--- src/rtl/control_unit.sv ---
// control_unit: instruction sequencer for the 4-bit CPU.
// Runs the fixed 8-phase machine cycle (A1 A2 A3 M1 M2 X1 X2 X3) on the
// multiplexed 4-bit bus. It drives the 12-bit PC out as three nibbles,
// fetches the 8-bit instruction in two nibbles (OPR in M1, OPA in M2) and
// issues one-clock datapath strobes in X1.
// Bus protocol: there is no valid/ready handshake. The bus is strictly
// time-slotted by phase: the sequencer drives the bus (data_oe=1) in A1..A3
// and samples data_in on the closing edge of M1 and M2. Nothing stalls.
module control_unit (
  input  logic       clock,
  input  logic       reset,
  input  logic [3:0] data_in,
  output logic [3:0] data_out,
  output logic       data_oe,
  output logic       sync,
  output logic       clear_carry,
  output logic       clear_accumulator,
  output logic       write_accumulator,
  output logic [1:0] acc_input_sel,
  output logic       write_register,
  output logic       reg_input_sel,
  output logic [3:0] inst_operand,
  output logic       illegal_op
);

  typedef enum logic [2:0] {
    PH_A1 = 3'd0,
    PH_A2 = 3'd1,
    PH_A3 = 3'd2,
    PH_M1 = 3'd3,
    PH_M2 = 3'd4,
    PH_X1 = 3'd5,
    PH_X2 = 3'd6,
    PH_X3 = 3'd7
  } phase_t;

  localparam logic [1:0] ACC_IN_FROM_REG = 2'd0;
  localparam logic [1:0] ACC_IN_FROM_ALU = 2'd1;
  localparam logic [1:0] ACC_IN_FROM_IMM = 2'd2;
  localparam logic       REG_IN_FROM_ACC = 1'b0;

  phase_t      phase_q;
  phase_t      phase_d;
  logic [11:0] pc_q;
  logic [3:0]  opr_q;
  logic [3:0]  opa_q;

  // Phase register: reset parks the machine at A1.
  always_ff @(posedge clock) begin
    if (reset) begin
      phase_q <= PH_A1;
    end else begin
      phase_q <= phase_d;
    end
  end

  // Next phase: fixed ring, one step per clock, no stalls.
  always_comb begin
    phase_d = PH_A1;
    case (phase_q)
      PH_A1:   phase_d = PH_A2;
      PH_A2:   phase_d = PH_A3;
      PH_A3:   phase_d = PH_M1;
      PH_M1:   phase_d = PH_M2;
      PH_M2:   phase_d = PH_X1;
      PH_X1:   phase_d = PH_X2;
      PH_X2:   phase_d = PH_X3;
      PH_X3:   phase_d = PH_A1;
      default: phase_d = PH_A1;
    endcase
  end

  // Program counter and instruction latches; PC steps on the X3->A1 edge.
  always_ff @(posedge clock) begin
    if (reset) begin
      pc_q  <= 12'h000;
      opr_q <= 4'h0;
      opa_q <= 4'h0;
    end else begin
      if (phase_q == PH_X3) begin
        pc_q <= pc_q + 12'h001;
      end
      if (phase_q == PH_M1) begin
        opr_q <= data_in;
      end
      if (phase_q == PH_M2) begin
        opa_q <= data_in;
      end
    end
  end

  // Outputs: address nibbles, sync, and X1 decode. While reset is high the
  // outputs present A1 of address 0 and nothing else, so an instruction cut
  // short by reset never reaches its X1 strobes.
  always_comb begin
    data_out          = 4'h0;
    data_oe           = 1'b0;
    sync              = 1'b0;
    clear_carry       = 1'b0;
    clear_accumulator = 1'b0;
    write_accumulator = 1'b0;
    acc_input_sel     = ACC_IN_FROM_REG;
    write_register    = 1'b0;
    illegal_op        = 1'b0;
    if (reset) begin
      data_oe = 1'b1;
    end else begin
      case (phase_q)
        PH_A1: begin
          data_oe  = 1'b1;
          data_out = pc_q[3:0];
        end
        PH_A2: begin
          data_oe  = 1'b1;
          data_out = pc_q[7:4];
        end
        PH_A3: begin
          data_oe  = 1'b1;
          data_out = pc_q[11:8];
        end
        PH_X3: begin
          sync = 1'b1;
        end
        PH_X1: begin
          case (opr_q)
            4'h0: begin
              // Only 0x00 is NOP; 0x01..0x0F are undecoded.
              if (opa_q != 4'h0) begin
                illegal_op = 1'b1;
              end
            end
            4'hD: begin
              write_accumulator = 1'b1;
              acc_input_sel     = ACC_IN_FROM_IMM;
            end
            4'hA: begin
              write_accumulator = 1'b1;
              acc_input_sel     = ACC_IN_FROM_REG;
            end
            4'hB: begin
              // Exchange: datapath swaps acc and Rn on the same edge.
              write_accumulator = 1'b1;
              acc_input_sel     = ACC_IN_FROM_REG;
              write_register    = 1'b1;
            end
            4'h8: begin
              write_accumulator = 1'b1;
              acc_input_sel     = ACC_IN_FROM_ALU;
            end
            4'hF: begin
              if (opa_q == 4'h0) begin
                clear_accumulator = 1'b1;
                clear_carry       = 1'b1;
              end else if (opa_q == 4'h1) begin
                clear_carry = 1'b1;
              end else begin
                illegal_op = 1'b1;
              end
            end
            default: begin
              illegal_op = 1'b1;
            end
          endcase
        end
        default: begin
        end
      endcase
    end
  end

  assign reg_input_sel = REG_IN_FROM_ACC;
  assign inst_operand  = reset ? 4'h0 : opa_q;

endmodule

--- config.mk ---
export PLATFORM = sky130hd
export DESIGN_NAME = control_unit
export DESIGN_NICKNAME = d
export VERILOG_FILES = /design/src/rtl/control_unit.sv
export SDC_FILE = /design/constraint.sdc
export NUM_CORES = 1
export LEC_CHECK = 0
export ABC_AREA = 1
export BUFFER_PORTS_ARGS = -buffer_cell sky130_fd_sc_hd__buf_2
export CAP_MARGIN = 20
export CORE_MARGIN = 5
export CORE_UTILIZATION = 29
export DETAILED_ROUTE_END_ITERATION = 6
export GPL_TIMING_DRIVEN = 1
export PLACE_DENSITY = 0.48
export RECOVER_POWER = 50
export SLEW_MARGIN = 20
export SYNTH_ARGS = -nofsm -noshare
export SYNTH_HDL_FRONTEND = slang
export SYNTH_SLANG_ARGS = --single-unit
--- constraint.sdc ---
create_clock -name clock -period 1.8 [get_ports clock]
set_input_delay 0.27 -clock clock [delete_from_list [all_inputs] [get_ports clock]]
set_output_delay 0.27 -clock clock [all_outputs]
set_load 0.03 [all_outputs]
=== Yosys cells after proc, flatten, opt, wreduce, memory -nomap -nowiden ===
Memory sizes are Yosys's and may differ from the RTL's. A register that Yosys moved wholly into a read port is not among the register bits.
Cells that the tools add are included.

* Word-level logic and storage cells: 54
* Register bits: 20
* Memories: 1
* Input bits: 6
* Output and inout bits: 18
* Bits in read-only memories: 24

{| class="wikitable"
|+ Memory list
! memory !! depth !! width !! rd ports !! clocked after memory_dff !! wr ports !! line !! source
|-
| (no name shown) || 8 || 3 || 1 || 1 || 0 || 60 || <nowiki>case (phase_q)</nowiki>
|}

* Add/subtract/negate cells: 1
* Muxes and demuxes: 31
* Reductions and logical operators: 6
* Equal/unequal tests: 12

{| class="wikitable"
|+ Operators by type and width
! operator !! number
|-
| 1-bit 2-to-1 mux || 24
|-
| 4-bit == test (second input constant) || 5
|-
| 12-bit by 1-bit adder with 12-bit output (second input constant) || 1
|-
| 4-bit one-hot mux with 3 select lines || 1
|-
| 3-bit == test (second input constant) || 3
|-
| 4-bit logical NOT || 2
|-
| 4-bit 2-to-1 mux || 2
|-
| 3-bit by 2-bit == test with 1-bit output (second input constant) || 2
|-
| 4-bit by 1-bit == test with 1-bit output (second input constant) || 1
|-
| 2-bit 2-to-1 mux || 2
|-
| 2-bit one-hot mux with 2 select lines || 1
|-
| 4-bit nonzero test || 1
|-
| 4-bit OR reduction || 1
|-
| 3-bit by 1-bit == test with 1-bit output (second input constant) || 1
|-
| 3-bit logical NOT || 1
|-
| 1-bit one-hot mux with 3 select lines || 1
|-
| 3-bit OR reduction || 1
|}

=== Longest topological paths before layout ===
Gate-level depths: netlist (run 1).

* Depth after elaboration: 6
* Mapped depth: 8
* Gate-level depth less buffers: 8

=== Least setup slack after synthesis (run 1) ===
OpenSTA, ideal clock, no wires.

* Kind: reg-to-output
* Start point: register phase_q[1]
* End point: output acc_input_sel[0]
* Arrival time: 1.683 ns
* Path slack: -0.153 ns
* Required time: 1.530 ns
* Buffers on the path: 0
* Stages on the path, launching flop included: 5
* Cells stage by stage: dfxtp_1 -> inv_1 -> ha_1 -> nand3_4 -> nor4_1

* Cells in the longest elaborated chain, start to end: 3

{| class="wikitable"
|+ RTL lines
! what !! line !! source
|-
| from (decl) || 42 || <nowiki>phase_t phase_q;</nowiki>
|-
| 3-bit == test || 108 || <nowiki>case (phase_q)</nowiki>
|-
| 2-bit 2-to-1 mux || 108 ||
|-
| 2-bit 2-to-1 mux || 105 || <nowiki>if (reset) begin</nowiki>
|-
| to (decl) || 19 || <nowiki>output logic [1:0] acc_input_sel,</nowiki>
|}

Every way passes these cells.

=== Worst setup path in the final report (run 1) ===
* Start point: register phase_q[0]
* End point: output data_out[2]

* Cells in the longest elaborated chain, start to end: 3

{| class="wikitable"
|+ RTL lines
! what !! line !! source
|-
| 3-bit by 2-bit == test with 1-bit output, or another cell as far along || 108 ||
|-
| 4-bit one-hot mux with 3 select lines (*) || 108 ||
|-
| 4-bit 2-to-1 mux (*) || 105 ||
|-
| to (decl) || 13 || <nowiki>output logic [3:0] data_out,</nowiki>
|}

Mark *: on every way between the ends. The rest lies on a longest branch, timed or not.

==> results.txt, run 1 <==
Reg2Reg Depth: 7
Peak VDD IR: 0.2885 mV
Worst Setup End Kind: output pin
Layout fillers: 511
Final design utilization: 36.30%
Dpl hpwl: 2536 µm
Final wirelength: 3370 µm
Post-DRT Antenna Nets: 0
Register area: 471.7 µm²
Critical path peak fanout: 3
Core box area: 0.004629 mm²
Slowest cell delay on critical path: 0.34 ns
Port Buf Inserts: 22
Initial antenna violation count: 0
Vias: 1351
Post-route cell area: 0.001680 mm²
Non-filler cells, final: 289
CTS H-tree depth: 1
Remaining global-route overflow: 0
First-pass GRT wire length: 5416 µm
Critical path, cell by cell: inv_2, ha_2, inv_2, nor2_2, nand2_1, a31o_2, inv_1, buf_6
Drt drc: 0
Yosys reg bits: 23
LEAKAGE: 0.7330 nW
RePlAce Congestion: 0.7934
Drt initial violations: 60
Wire per inst: 11.66 µm
First-pass detailed-route iteration total: 4
Cells after synthesis: 208
Worst path slowest cell: dfxtp_2
Placed insts: 282
Area grow syn2layout: 23.44%
Die H: 78.52 µm
Main flop type after synthesis: dfxtp_1
Initial Utilization: 29.41%
Crit path kind: flop to output pin
Clock slew at reported path FFs: 0.08 ns
RSZ-0062 raised after global routing: yes
RR Startpoint: phase_q[0]$_SDFF_PP0_
N_diodes: 0
R2R setup slack: 0.36 ns
Total Power: 1.099 mW
Clk buf depth: 2
Fraction of registers with async set/reset: 0%
CTS tree: done
Yosys warnings: 0
Min-delay worst type: input port to flop
Layout cells sized above 1: 24.68%
Most common cell after layout, fill and taps aside: nand2_1
Drt via density: 4.675
Tmin final: 1.750 ns
Worst Path Arrival: 1.48 ns
Most used cell, CP: inv_2
# IOs: 24
CTS Buf Count: 3
Synth Area per Inst: 6.545 µm²
EDFF count, synth: 0
Critical Path Sink: data_out[2]
Pwr Density: 653.9 mW/mm²
# setup viols final: 0
Clock sink count: 23
Status: complete, no violations
Placement Cell Area: 0.001536 mm²
Max Slew Vio Count: 0
Final Hold Fails: 0
Clock latency on the worst-skew pair: 0.26 ns
Max Cap Viol: 0
Maximum clock frequency: 571.6 MHz
Reg2Reg Capture Point: pc_q[5]$_SDFFE_PP0N_
Die Footprint: 0.006165 mm²
Synth Net Count: 220
Overall global routing resource usage: 10.82%
Row Count: 25
Nets: 248
Largest net degree at the start of global routing: 25
Critical Path RT: 1.53 ns
Fin crit share: 97.20%
Die X: 78.52 µm
Vias in the first global route: 1211
CP Launch Type: flop
Crit path launch: phase_q[0]$_SDFF_PP0_
WHS: 0.3005 ns
Post-Syn Area: 0.001361 mm²
Unique cell type count in the Yosys netlist: 25
Clock Skew: 0.005701 ns
Most frequent cells in the layout: nand2_1 (40), nor2_1 (31), inv_1 (29)
Area of the multi-input gates: 790.8 µm²
Clock tree root driver cell: clkbuf_8
Part of the Yosys area used for sequential elements: 33.82%
area by class of cell:
class | count | area share, %
flip-flops and latches | 23 | 28.07
repair buffers | 28 | 10.57
inverters | 34 | 7.595
clock buffers | 4 | 2.681
multi-input cells | 146 | 47.06
well taps | 54 | 4.021
cells by family after synthesis:
family | after synthesis | share of synthesized area [%]
other | 1 | 0.2755
adders and majority gates | 6 | 5.515
and+or+nand+nor | 101 | 34.10
DFF | 23 | 33.82
buffers and inverters | 39 | 11.67
AOI/OAI and AO/OA | 38 | 14.61
stage by stage:
| step | setup slack [ns] | TNS [ns] |
|---|---|---|
| floorplan | 0.1037 | 0 |
| global placement | 0.1033 | 0 |
| detailed placement | 0.1229 | 0 |
| CTS | -0.02851 | -0.1020 |
| global route | -0.02595 | -0.04167 |
| finish | 0.05042 | 0 |
power breakdown:
group	total, mW	leakage [nW]	switching (mW)	internal, mW
logic	0.226	0.521	0.142	0.0840
clock network	0.322	0.0228	0.164	0.158
registers	0.550	0.189	0.0185	0.532
total	1.10	0.733	0.325	0.774
routing by layer:
| layer | vias to the layer above | global-route usage (%) | part of all wire, % |
|---|---|---|---|
| met1 | 603 | 14.34 | 49 |
| met5 | - | 0 | 0 |
| met2 | 26 | 17.57 | 44 |
| li1 | 720 | - | - |
| met4 | 0 | 3.147 | 0.68 |
| met3 | 2 | 2.294 | 6.1 |
cells in the mapped netlist, drive strengths merged (4+ instances only):
library cell	count	area [µm²]
o21ai	19	95.09
a21oi	15	75.07
ha	6	75.07
buf	4	27.52
nor3	5	25.02
nand3	12	87.59
nor2	36	147.6
nand4	4	25.02
inv	34	127.6
nand2	41	153.9
dfxtp	23	460.4
critical path, delay by kind of cell, from the launching register on:
family,cells,cell delay [ns]
flops,1,0.34
simple gates,2,0.16
fa+ha+maj,1,0.18
compound gates,1,0.23
buf+inv,4,0.32
how the worst min path moves through the flow:
stage | start | end | slack (ns) | cells past startpoint
6_report | data_in[2] | opr_q[2]$_SDFFE_PP0N_ | 0.30 | 3
5_1_grt | data_in[0] | opr_q[0]$_SDFFE_PP0N_ | 0.33 | 3
4_1_cts | data_in[2] | opr_q[2]$_SDFFE_PP0N_ | 0.29 | 3
3_5_place_dp | pc_q[10]$_SDFFE_PP0N_ | pc_q[10]$_SDFFE_PP0N_ | 0.46 | 2
3_3_place_gp | pc_q[10]$_SDFFE_PP0N_ | pc_q[10]$_SDFFE_PP0N_ | 0.47 | 2
2_1_floorplan | data_in[0] | opr_q[0]$_SDFFE_PP0N_ | 0.44 | 2
flip-flops by register name, summed over array words and instances (netlist names):
register / count
opa_q: 4
phase_q: 3
opr_q: 4
pc_q: 12
repair_timing:
action,4_1_cts,5_1_grt
hold endpoints to repair,0,0
pin swaps,0,2
hold buffers,0,0
endpoints found under the setup margin,5,8
setup buffers,1,2
cloned,0,0
resized for setup,8,27
(Power assumes the default switching activity.)
==> inputs of run 2 (changes only) <==
CORE_UTILIZATION = 46   (was 29)
PLACE_DENSITY = 0.69   (was 0.48)
==> run 2 against run 1 <==
Against the previous run: the flow now finishes with violations (setup timing); cell count decreased by 5.2%; die area decreased by 33%; sequential share of layout area decreased by 1.3 points; clock skew increased by 0.0075 ns; register-to-register slack improved by 0.06 ns; combinational power increased by 29%; highest routed layer unchanged; first-iteration DRC count decreased by 5.0%; utilization increased by 27 points; maximum frequency decreased by 3.5%; global-route usage increased by 4.9 points; sequential cell count unchanged; non-clock buffer count increased by 8.
==> results.txt, run 2 (synthesis results as in run 1) <==
Clk buf depth: 2 (unchanged)
LEAKAGE: 0.7777 nW (was 0.7330 nW)
Setup WS post-layout: -0.01292 ns (was 0.05042 ns)
Largest net degree at the start of global routing: 14 (was 25)
Reg2Reg Capture Point: pc_q[5]$_SDFFE_PP0N_ (unchanged)
Clock sink count: 23 (unchanged)
Dpl hpwl: 2368 µm (was 2536 µm)
Nets: 256 (was 248)
Cts hold-fix bufs: 0 (unchanged)
Vias: 1398 (was 1351)
Worst Path Arrival: 1.54 ns (was 1.48 ns)
Clock Skew: 0.01316 ns (was 0.005701 ns)
Clock tree root driver cell: clkbuf_4 (was clkbuf_8)
Maximum clock frequency: 551.6 MHz (was 571.6 MHz)
Overall global routing resource usage: 15.76% (was 10.82%)
Post-DRT Antenna Nets: 0 (unchanged)
Row Count: 19 (was 25)
Max reg flops: 12 (unchanged)
Total Power: 1.097 mW (was 1.099 mW)
R2R setup slack: 0.42 ns (was 0.36 ns)
Peak VDD IR: 0.4459 mV (was 0.2885 mV)
Wire per inst: 12.08 µm (was 11.66 µm)
Vias in the first global route: 1230 (was 1211)
Drt via density: 5.102 (was 4.675)
Max Cap Viol: 0 (unchanged)
Final design utilization: 63.74% (was 36.30%)
Initial antenna violation count: 0 (unchanged)
CP Launch Type: flop (unchanged)
Pwr Density: 613.8 mW/mm² (was 653.9 mW/mm²)
Die H: 64.40 µm (was 78.52 µm)
Critical Path Sink: data_out[2] (unchanged)
Min-delay worst type: input port to flop (unchanged)
Total negative slack: -0.01292 ns (was 0 ns)
N_diodes: 0 (unchanged)
# setup viols final: 1 (was 0)
Reg2Reg Depth: 7 (unchanged)
Most flops, register: pc_q (unchanged)
Final Hold Fails: 0 (unchanged)
RePlAce Congestion: 0.8809 (was 0.7934)
CTS Buf Count: 3 (unchanged)
Critical Path RT: 1.53 ns (about the same)
Initial Utilization: 48.53% (was 29.41%)
Most common cell after layout, fill and taps aside: nand2_1 (unchanged)
First-pass GRT wire length: 5292 µm (was 5416 µm)
Biggest regs: pc_q: 12 flops, opa_q: 4 flops, opr_q: 4 flops (unchanged)
Die Footprint: 0.004147 mm² (was 0.006165 mm²)
Critical path peak fanout: 3 (unchanged)
Fin crit share: 100.7% (was 97.20%)
CTS tree: done (unchanged)
Drt initial violations: 57 (was 60)
RSZ-0062 raised after global routing: yes (unchanged)
Layout cells sized above 1: 29.63% (was 24.68%)
WHS: 0.2458 ns (was 0.3005 ns)
Status: finished, violations left (was complete, no violations)
Max Slew Vio Count: 0 (unchanged)
Tmin final: 1.813 ns (was 1.750 ns)
Crit path launch: phase_q[1]$_SDFF_PP0_ (was phase_q[0]$_SDFF_PP0_)
Core box area: 0.002805 mm² (was 0.004629 mm²)
Drt drc: 0 (unchanged)
# IOs: 24 (unchanged)
Most frequent cells in the layout: nand2_1 (40), nor2_1 (30), inv_1 (29) (was nand2_1 (40), nor2_1 (31), inv_1 (29))
Area grow syn2layout: 31.34% (was 23.44%)
Failing checks: setup timing
Clock latency on the worst-skew pair: 0.32 ns (was 0.26 ns)
Clock slew at reported path FFs: 0.12 ns (was 0.08 ns)
Die X: 64.40 µm (was 78.52 µm)
First-pass detailed-route iteration total: 4 (unchanged)
Final wirelength: 3310 µm (was 3370 µm)
Worst Setup End Kind: output pin (unchanged)
Hold Path Cell Cnt: 3 (unchanged)
CTS H-tree depth: 1 (unchanged)
Crit path kind: flop to output pin (unchanged)
RR Startpoint: phase_q[0]$_SDFF_PP0_ (unchanged)
Port Buf Inserts: 22 (unchanged)
Remaining global-route overflow: 0 (unchanged)
[run 2: changes by cell type in the layout (fill, tap and decap cells not counted), moves of 3 or more]
cell,delta
buf_4,+8
inv_4,+4
buf_2,-3
buf_6,+4
clkbuf_8,-3
inv_2,-4
o21ai_0,-3
[run 2: worst max-delay path, cell delays in order (launching register included)]
cell	delay (ns)
dfxtp_4	0.38
inv_4	0.08
ha_4	0.15
inv_4	0.04
nor2_4	0.09
nand2_1	0.06
a31o_2	0.25
inv_2	0.05
buf_6	0.12
[run 2: final cells by class]
cell class / count / area, µm²
Clock buffer: 3 / 22.52
Clock inverter: 1 / 5.005
Fill cell: 255 / 1017
Inverter: 34 / 137.6
Multi-Input combinational cell: 146 / 845.8
Sequential cell: 23 / 478.0
Tap cell: 31 / 38.79
Timing Repair Buffer: 36 / 260.3
[run 2: through the flow]
step	cells	area, µm²	setup slack, ns
2_1_floorplan	208	1368	0.1037
3_3_place_gp	262	1530	0.2004
3_5_place_dp	262	1530	0.1785
4_1_cts	269	1622	-0.03055
5_1_grt	274	1788	-0.1134
6_report	274	1788	-0.01292
[run 2: timing repair]
| item | CTS | global route |
|---|---|---|
| setup endpoints to repair | 8 | 13 |
| gates resized for setup | 21 | 39 |
| pin swaps | 1 | 10 |
| buffers inserted | 3 | 5 |
[run 2: how the worst min path moves through the flow]
stage                          start                    end  slack, ns
2_1_floorplan             data_in[0]  opr_q[0]$_SDFFE_PP0N_       0.44
3_3_place_gp   opr_q[3]$_SDFFE_PP0N_  opr_q[3]$_SDFFE_PP0N_       0.48
3_5_place_dp   pc_q[10]$_SDFFE_PP0N_  pc_q[10]$_SDFFE_PP0N_       0.48
4_1_cts                   data_in[0]  opr_q[0]$_SDFFE_PP0N_       0.23
5_1_grt                   data_in[1]  opr_q[1]$_SDFFE_PP0N_       0.24
6_report                  data_in[1]  opr_q[1]$_SDFFE_PP0N_       0.25
[run 2: report_power, final]
part           switching [mW]  internal [mW]  total (mW)
Sequential             0.0258          0.532       0.558
Combinational           0.165          0.126       0.291
Clock                   0.165         0.0831       0.248
[run 2: routing by layer]
| layer | vias up | global-route usage, % | share of wire (%) |
|---|---|---|---|
| li1 | 729 | - | - |
| met1 | 618 | 20.36 | 47 |
| met2 | 40 | 26.03 | 46 |
| met3 | 11 | 2.452 | 4.4 |
| met4 | 0 | 6.596 | 2.5 |
| met5 | - | 0 | 0 |
